$ cat config.mk
export PLATFORM = sky130hd
export DESIGN_NAME = if_fetch_queue
export DESIGN_NICKNAME = d
export VERILOG_FILES = /design/src/rtl/if_fetch_queue.sv
export SDC_FILE = /design/constraint.sdc
export NUM_CORES = 1
export LEC_CHECK = 0
export CELL_PAD_IN_SITES_DETAIL_PLACEMENT = 1
export CELL_PAD_IN_SITES_GLOBAL_PLACEMENT = 2
export CORE_UTILIZATION = 24
export DETAILED_ROUTE_END_ITERATION = 7
export PLACE_DENSITY_LB_ADDON = 0.08
export SETUP_SLACK_MARGIN = 0.02
export SYNTH_ARGS = -nofsm -noshare
export SYNTH_HDL_FRONTEND = slang
export SYNTH_SLANG_ARGS = --single-unit
$ cat constraint.sdc
create_clock -name clk -period 3.97 [get_ports clk]
set_clock_uncertainty 0.2 [all_clocks]
set_input_delay 1.191 -clock clk [delete_from_list [all_inputs] [get_ports clk]]
set_output_delay 1.191 -clock clk [all_outputs]
set_load 0.02 [all_outputs]
$ cat src/rtl/if_fetch_queue.sv
// if_fetch_queue: instruction fetch stage with a DEPTH-entry prefetch queue.
// Issues fetches to a synchronous-read instruction memory (1-cycle latency),
// queues {PC, instruction} pairs, presents the head to ID, and handles
// Branch/Jump redirects (queue flush, in-flight response dropped) and
// IFWrite stalls. Optional performance counters: define IF_PERF_EN.
module if_fetch_queue #(
  parameter int unsigned     XLEN     = 32,
  parameter int unsigned     DEPTH    = 4,
  parameter logic [XLEN-1:0] RESET_PC = '0,
  parameter logic [XLEN-1:0] NOP_INSN = 32'h00000013
) (
  input  logic                     clk,
  input  logic                     reset,
  input  logic                     Branch,
  input  logic [XLEN-1:0]          BranchAddr,
  input  logic                     Jump,
  input  logic [XLEN-1:0]          JumpAddr,
  input  logic                     IFWrite,
  output logic                     imem_req,
  output logic [XLEN-1:0]          imem_addr,
  input  logic [XLEN-1:0]          imem_rdata,
  output logic [XLEN-1:0]          Instruction_if,
  output logic [XLEN-1:0]          PC,
  output logic                     if_valid,
  output logic                     IF_flush,
  output logic [$clog2(DEPTH):0]   q_count,
  output logic [31:0]              perf_redirects,
  output logic [31:0]              perf_stalls
);

  localparam int unsigned PW = $clog2(DEPTH);
  localparam int unsigned CW = PW + 1;

  logic [XLEN-1:0] pc_mem   [DEPTH];
  logic [XLEN-1:0] insn_mem [DEPTH];
  logic [PW-1:0]   head;
  logic [PW-1:0]   tail;
  logic [CW-1:0]   count;
  logic            inflight;
  logic [XLEN-1:0] inflight_pc;
  logic [XLEN-1:0] fetch_pc;

  logic            redirect;
  logic [XLEN-1:0] target;
  logic [CW-1:0]   occ;
  logic            issue;
  logic            enq;
  logic            deq;
  logic            head_valid;

  // Redirect selection, issue/enqueue/dequeue decisions.
  // Issue uses pre-dequeue occupancy including the in-flight fetch, so a
  // returning word always has a free slot.
  always_comb begin
    redirect   = Branch | Jump;
    target     = Branch ? BranchAddr : JumpAddr;
    target[1:0] = 2'b00;
    occ        = count + CW'(inflight);
    head_valid = (count != '0);
    issue      = reset & ~redirect & (occ < CW'(DEPTH));
    enq        = inflight & ~redirect;
    deq        = head_valid & IFWrite & ~redirect;
  end

  // Control state: pointers, occupancy, in-flight tracking and fetch PC.
  always_ff @(posedge clk or negedge reset) begin
    if (!reset) begin
      head        <= '0;
      tail        <= '0;
      count       <= '0;
      inflight    <= 1'b0;
      inflight_pc <= '0;
      fetch_pc    <= RESET_PC;
    end else if (redirect) begin
      head     <= '0;
      tail     <= '0;
      count    <= '0;
      inflight <= 1'b0;
      fetch_pc <= target;
    end else begin
      inflight <= issue;
      if (issue) begin
        inflight_pc <= fetch_pc;
        fetch_pc    <= fetch_pc + XLEN'(4);
      end
      if (enq) tail <= tail + PW'(1);
      if (deq) head <= head + PW'(1);
      count <= count + CW'(enq) - CW'(deq);
    end
  end

  // Queue storage; needs no reset since occupancy gates visibility.
  always_ff @(posedge clk) begin
    if (enq) begin
      pc_mem[tail]   <= inflight_pc;
      insn_mem[tail] <= imem_rdata;
    end
  end

  // Head presentation and memory request outputs.
  always_comb begin
    if_valid       = head_valid;
    Instruction_if = head_valid ? insn_mem[head] : NOP_INSN;
    PC             = head_valid ? pc_mem[head] : '0;
    imem_req       = issue;
    imem_addr      = fetch_pc;
    IF_flush       = redirect;
    q_count        = count;
  end

`ifdef IF_PERF_EN
  logic [31:0] redir_cnt;
  logic [31:0] stall_cnt;

  // Saturating redirect and stall-cycle counters.
  always_ff @(posedge clk or negedge reset) begin
    if (!reset) begin
      redir_cnt <= '0;
      stall_cnt <= '0;
    end else begin
      if (redirect && (redir_cnt != '1)) redir_cnt <= redir_cnt + 32'd1;
      if (head_valid && !IFWrite && (stall_cnt != '1)) stall_cnt <= stall_cnt + 32'd1;
    end
  end

  assign perf_redirects = redir_cnt;
  assign perf_stalls    = stall_cnt;
`else
  assign perf_redirects = '0;
  assign perf_stalls    = '0;
`endif

endmodule

# --- After elaboration in Yosys (flattened, before gate mapping) ---
# Memory sizes are Yosys's and may differ from the RTL's.
# Cells that the tools add are included.
op_classes:
  eq_ne: 0
  bitwise: 7
  muxes: 13
  magnitude_cmp: 1
  add_sub_neg: 6
  shifts: 0
  reduce_logical: 5
  n_mul: 0
  n_div: 0
ops:
  columns: ["op", "n"]
  rows:
  - ["32-bit two-way mux", 5]
  - ["32-bit by 3-bit adder with 32-bit output (second input constant)", 1]
  - ["2-bit two-way mux", 4]
  - ["3-bit by 1-bit adder with 3-bit output", 2]
  - ["2-bit nonzero test", 3]
  - ["1-bit bitwise AND", 5]
  - ["2-bit by 1-bit adder with 2-bit output (second input constant)", 2]
  - ["3-bit < comparator (second input constant)", 1]
  - ["1-bit two-way mux", 3]
  - ["3-bit two-way mux", 1]
  - ["3-bit nonzero test", 1]
  - ["3-bit by 1-bit subtractor with 3-bit output", 1]
  - ["2-bit AND reduction", 1]
  - ["1-bit inverter", 1]
  - ["1-bit OR", 1]
totals:
  ramBits: 256
  n_memories: 2
  in_bits: 101
  mem_bits_ro: 0
  register_bits: 72
  latch_bits: 0
memory_table:
  columns: ["memory", "depth", "word_bits", "read_ports", "rd_clocked_by_memory_dff", "wr", "line", "text"]
  rows:
  - ["insn_mem", 4, 32, 1, 0, 1, "35", "logic [XLEN-1:0] insn_mem [DEPTH];"]
  - ["pc_mem", 4, 32, 1, 0, 1, "34", "logic [XLEN-1:0] pc_mem [DEPTH];"]

# --- Logic depth before layout (Yosys ltp) ---
# Gate-level depths: netlist of run 1.
logic_depth:
  ltp_word: 6
  ltp_mapped: 14
  mapped_depth_nobuf: 12

# --- Least setup slack after synthesis of run 1 ---
# Ideal clock, no wire load.
synth_timing:
  kind: "input -> register"
  startpoint: "input port Jump"
  endpoint: "memory insn_mem[2][0], enable pin"
  setup_ns: 0.427
  setup_slack_ns: -0.274
  t_required_ns: 3.343
  path_stages: 5
  arrival_ns: 3.617
  cell_sequence: "clkbuf_1 -> nor2_1 -> clkbuf_1 -> clkbuf_1 -> and3_1"
synth_between:
  elab_chain_len: 5
synth_lines:
  columns: ["element", "line", "text"]
  rows:
  - ["from (decl)", "16", "input logic Jump,"]
  - ["1-bit OR", "55", "redirect = Branch | Jump;"]
  - ["1-bit inverter", "61", "enq = inflight & ~redirect;"]
  - ["1-bit bitwise AND", "61", null]
  - ["1-bit two-way mux", "94", "if (enq) begin"]
  - ["1-bit two-way mux (implied by the code)", "96", "insn_mem[tail] <= imem_rdata;"]
  - ["to (decl)", "35", null]
# Every way passes these cells.

# --- Worst setup path after layout of run 1 ---
layout_timing:
  startpoint: "register head[0]"
  endpoint: "output port Instruction_if[16]"
layout_between:
  elab_chain_len: 2
layout_lines:
  columns: ["element", "line", "text"]
  rows:
  - ["from (decl)", "36", "logic [PW-1:0] head;"]
  - ["from (signal assigned)", "87", "if (deq) head <= head + PW'(1);"]
  - ["memory read 4 x 32 bit", null, null]
  - ["32-bit two-way mux", "103", "Instruction_if = head_valid ? insn_mem[head] : NOP_INSN;"]
  - ["to (decl)", "22", "output logic [XLEN-1:0] Instruction_if,"]
# Every way passes these cells.

==> results of run 1 <==
[flip-flops by register name, summed over array words and instances, names as in the netlist]
| name | flops |
|---|---|
| inflight | 1 |
| pc_mem | 120 |
| inflight_pc | 30 |
| imem_addr | 30 |
| tail | 2 |
| head | 2 |
| q_count | 3 |
| insn_mem | 128 |
[Yosys cell counts, drive strengths merged (3+ instances only)]
| library cell | count |
|---|---|
| a211oi | 6 |
| xnor2 | 5 |
| dfrtp | 68 |
| o2bb2ai | 7 |
| nor3 | 9 |
| nand2b | 3 |
| nor4 | 6 |
| xor2 | 5 |
| a2bb2oi | 6 |
| and3 | 13 |
| buf | 83 |
| mux2 | 24 |
| nand2 | 29 |
| nand4 | 10 |
| nand3 | 11 |
| mux2i | 3 |
| edfxtp | 248 |
| a21oi | 20 |
| o21a | 3 |
| a31oi | 13 |
| o21ai | 32 |
| mux4 | 62 |
| clkbuf | 32 |
| and2 | 66 |
| ha | 7 |
| and4 | 5 |
| a221oi | 3 |
| nor2 | 40 |
| o31ai | 5 |
| or3 | 5 |
| inv | 13 |
| or2 | 4 |
[cells in the final DEF (no fill, tap or decap), types with 5 or more instances in the layout]
| cell | Yosys | layout |
|---|---|---|
| or3_1 | 5 | 5 |
| nand4_1 | 9 | 9 |
| a31oi_1 | 13 | 13 |
| nor3_1 | 9 | 9 |
| and2_1 | 65 | 65 |
| xor2_1 | 5 | 5 |
| clkdlybuf4s50_1 | 0 | 142 |
| dlygate4sd2_1 | 0 | 26 |
| edfxtp_1 | 248 | 248 |
| mux4_2 | 62 | 62 |
| o21ai_0 | 31 | 31 |
| nand3_1 | 11 | 11 |
| and3_1 | 11 | 7 |
| a21oi_1 | 20 | 20 |
| nand2_1 | 29 | 29 |
| xnor2_1 | 5 | 5 |
| ha_1 | 7 | 7 |
| a2bb2oi_1 | 6 | 6 |
| a211oi_1 | 6 | 6 |
| inv_1 | 13 | 12 |
| o31ai_1 | 5 | 5 |
| clkinv_1 | 2 | 7 |
| buf_4 | 68 | 37 |
| nor2_1 | 40 | 40 |
| conb_1 | 1 | 68 |
| mux2_2 | 24 | 24 |
| o2bb2ai_1 | 7 | 7 |
| clkbuf_16 | 0 | 42 |
| buf_12 | 0 | 9 |
| dfrtp_1 | 68 | 66 |
| bufinv_16 | 0 | 5 |
| dlymetal6s2s_1 | 0 | 17 |
| clkbuf_1 | 32 | 12 |
[where the power goes]
| group | switching, W | internal (W) | total [W] |
|---|---|---|---|
| logic | 0.000338 | 0.000296 | 0.000634 |
| clock network | 0.00138 | 0.00222 | 0.00360 |
| registers | 0.000202 | 0.00377 | 0.00397 |
[cell type report]
cell class                 count  area [um2]
clock inverter                17         218
inverter                      15        56.3
timing repair buffer         236        2420
clock buffer                  53        1070
tap                          756         946
sequential                   316        9160
fill                        5941       38500
multi-input combinational    501        4110
[worst register-to-register path: stages, from the launching register on]
cell and delay [ns]:
dfrtp_1 0.47, nor3_1 0.25, buf_4 0.18, inv_2 0.06, buf_6 0.17, nand2_1 0.14, nor2_1 0.06, ha_1 0.28
inv_1 0.05, ha_1 0.13, inv_1 0.05, fa_1 0.38, xor2_1 0.18, xnor2_1 0.14, nor2_1 0.05
[repair_timing]
| item | CTS | global route |
|---|---|---|
| gates resized for setup | 32 | 18 |
| endpoints found under the setup margin | 36 | 19 |
| gates cloned | 0 | 1 |
| pin swaps | 0 | 0 |
| hold buffers | 0 | 0 |
[kinds of logic (layout without fill, tap and decap cells)]
family                     after synthesis  count (layout)
AOI/OAI and AO/OA                      120             120
xor gates and xnor gates                10              10
and+or+nand+nor                        206             206
other                                    1              68
DFF                                    316             316
buffers and inverters                  130             321
muxes                                   89              89
adders and majority gates                8               8
[worst max path at each step]
stage	endpoint	depth (start not counted)	from	slack, ns
after floorplan	q_count[2]	14	Jump	0.17
after global placement	imem_req	6	Jump	-0.11
after detailed placement	imem_req	6	Jump	-0.09
after CTS	Instruction_if[25]	4	head[0]	0.008
after global routing	Instruction_if[16]	4	head[0]	0.01
final	Instruction_if[16]	4	head[0]	0.11
[metal layers]
| layer | vias up | global-route usage | part of all wire |
|---|---|---|---|
| met5 | - | 0 | 0 |
| met3 | 47 | 0.0353 | 0.056 |
| met4 | 0 | 0.0347 | 0.017 |
| met1 | 4162 | 0.175 | 0.45 |
| met2 | 181 | 0.219 | 0.48 |
| li1 | 3708 | - | - |
[through the flow]
stage | util | instance area, um2
after CTS | 0.317 | 17900
after floorplan | - | 14000
after global routing | 0.318 | 18000
after global placement | 0.294 | 16600
final | 0.318 | 18000
after detailed placement | 0.294 | 16600
==> results.json, run 1 <==
{
  "dieArea_um2": 58200,
  "fp.coreArea_um2": 56500,
  "fin_crit_ns": 3.86,
  "ys_seq_area_frac": 0.666,
  "instances_no_fill": 1894,
  "start_util": 0.243,
  "crit_family": "buffers and inverters",
  "path_clk_slew_ns": 0.05,
  "crit_path_end_kind": "primary output",
  "grt_max_degree": 53,
  "synthAdderAreaFrac": 0.00783,
  "synth_top_area_share": 0.542,
  "r2r_end": "q_count[2]",
  "post_drt_wl_per_cell_um": 20.3,
  "fin_ws_ns": 0.108,
  "cts_buffers": 39,
  "finalCritPeriodShare": 0.973,
  "yosysTopAreaCell": "edfxtp_1",
  "max_stage_delay_ns": 0.54,
  "synth_simple_gate_area_frac": 0.0828,
  "rsz0062_at_grt": "true",
  "cts-htree-levels": 2,
  "reg2regPathDepth": 14,
  "maxCapViolCount": 0,
  "num_rows": 87,
  "min_path_type": "reg2reg",
  "tns_ns": 0,
  "dp_hpwl_um": 25300,
  "finalHoldViolations": 0,
  "hold_ws_ns": 0.321,
  "setup_viol": 0,
  "gp_congestion": 0.684,
  "yosys_warnings": 0,
  "post_cts_buffers": 0,
  "min_to": "pc_mem[0][19]",
  "ys.flop_type": "edfxtp_1",
  "worst_pin_slew_ns": 0.744,
  "vias": 8098,
  "drtIter0Drc": 339,
  "crit_fanout": 12,
  "cp_slowest_cell": "clkdlybuf4s50_1",
  "antenna_found_initial": 0,
  "synth_mux_area_frac": 0.123,
  "drc_errors": 0,
  "max_freq_mhz": 259,
  "regToRegSetupSlack_ns": 1.05,
  "firstDrtPassIters": 4,
  "area_growth_pct": 30.8,
  "hp-start": "inflight_pc[19]",
  "nets": 1218,
  "cts_buffer_depth": 3,
  "status": "finished clean",
  "dp.cells": 1823,
  "post-place-ws_ns": -0.0884,
  "reg2reg_from": "q_count[1]",
  "drive_above_1_share": 0.185,
  "yosysUniqueCellTypes": 66,
  "leakage_nw": 6.57,
  "die_w_um": 241,
  "n_antenna_cell": 0,
  "grt_use_total": 0.134,
  "cp.arrival_ns": 2.47,
  "p_per_area_nw_per_um2": 456,
  "grt_pass1_wl_um": 57200,
  "crit_chain": "buf_16 > mux4_2 > and2_1 > clkdlybuf4s50_1",
  "critical_path_required_ns": 2.58,
  "synth_top_family_by_area": "multiplexers",
  "synth-compound-area-share": 0.0584,
  "crit_buf_inv": 2,
  "grt_pass1_vias": 8799,
  "synthTopCellsByArea": "edfxtp_1 54%, dfrtp_1 12%, mux4_2 10%, buf_4 3.7%, and2_1 3.0%",
  "synthXorXnorAreaFrac": 0.00637,
  "crit_type": "reg2out",
  "total_power_w": 0.00820,
  "clock_latency_ns": 0.54,
  "syn_avg_cell_area_um2": 15.6,
  "synthCells": 880,
  "min_path_cells": 0,
  "cts-root-buf": "clkbuf_16",
  "grt_overflow": 0,
  "synth_edf_count": 248,
  "via_per_inst": 4.28,
  "synth_area_um2": 13700,
  "peakVddDrop_mv": 0.271,
  "synth-seq-cells": 316,
  "worst_setup_path_start_kind": "register",
  "wl_um": 38500,
  "ys_async_sr_fraction": 0.215,
  "ant_nets": 0,
  "ios": 267,
  "max-slew-margin-rel": 0.504,
  "portBuffers": 194,
  "cts_sinks": 316,
  "cts_tree": "yes",
  "die_h_um": 241,
  "maxSlewViolCount": 0
}
Power figures use the tool's default switching activity.
==> run 2, diff against run 1 <==
--- a/config.mk
+++ b/config.mk
@@ -9,6 +9,7 @@
 export CELL_PAD_IN_SITES_GLOBAL_PLACEMENT = 2
 export CORE_UTILIZATION = 24
 export DETAILED_ROUTE_END_ITERATION = 7
+export GPL_TIMING_DRIVEN = 1
 export PLACE_DENSITY_LB_ADDON = 0.08
 export SETUP_SLACK_MARGIN = 0.02
 export SYNTH_ARGS = -nofsm -noshare
==> results of run 2 <==
Final layout, timing and power as in run 1 (identical DEF).
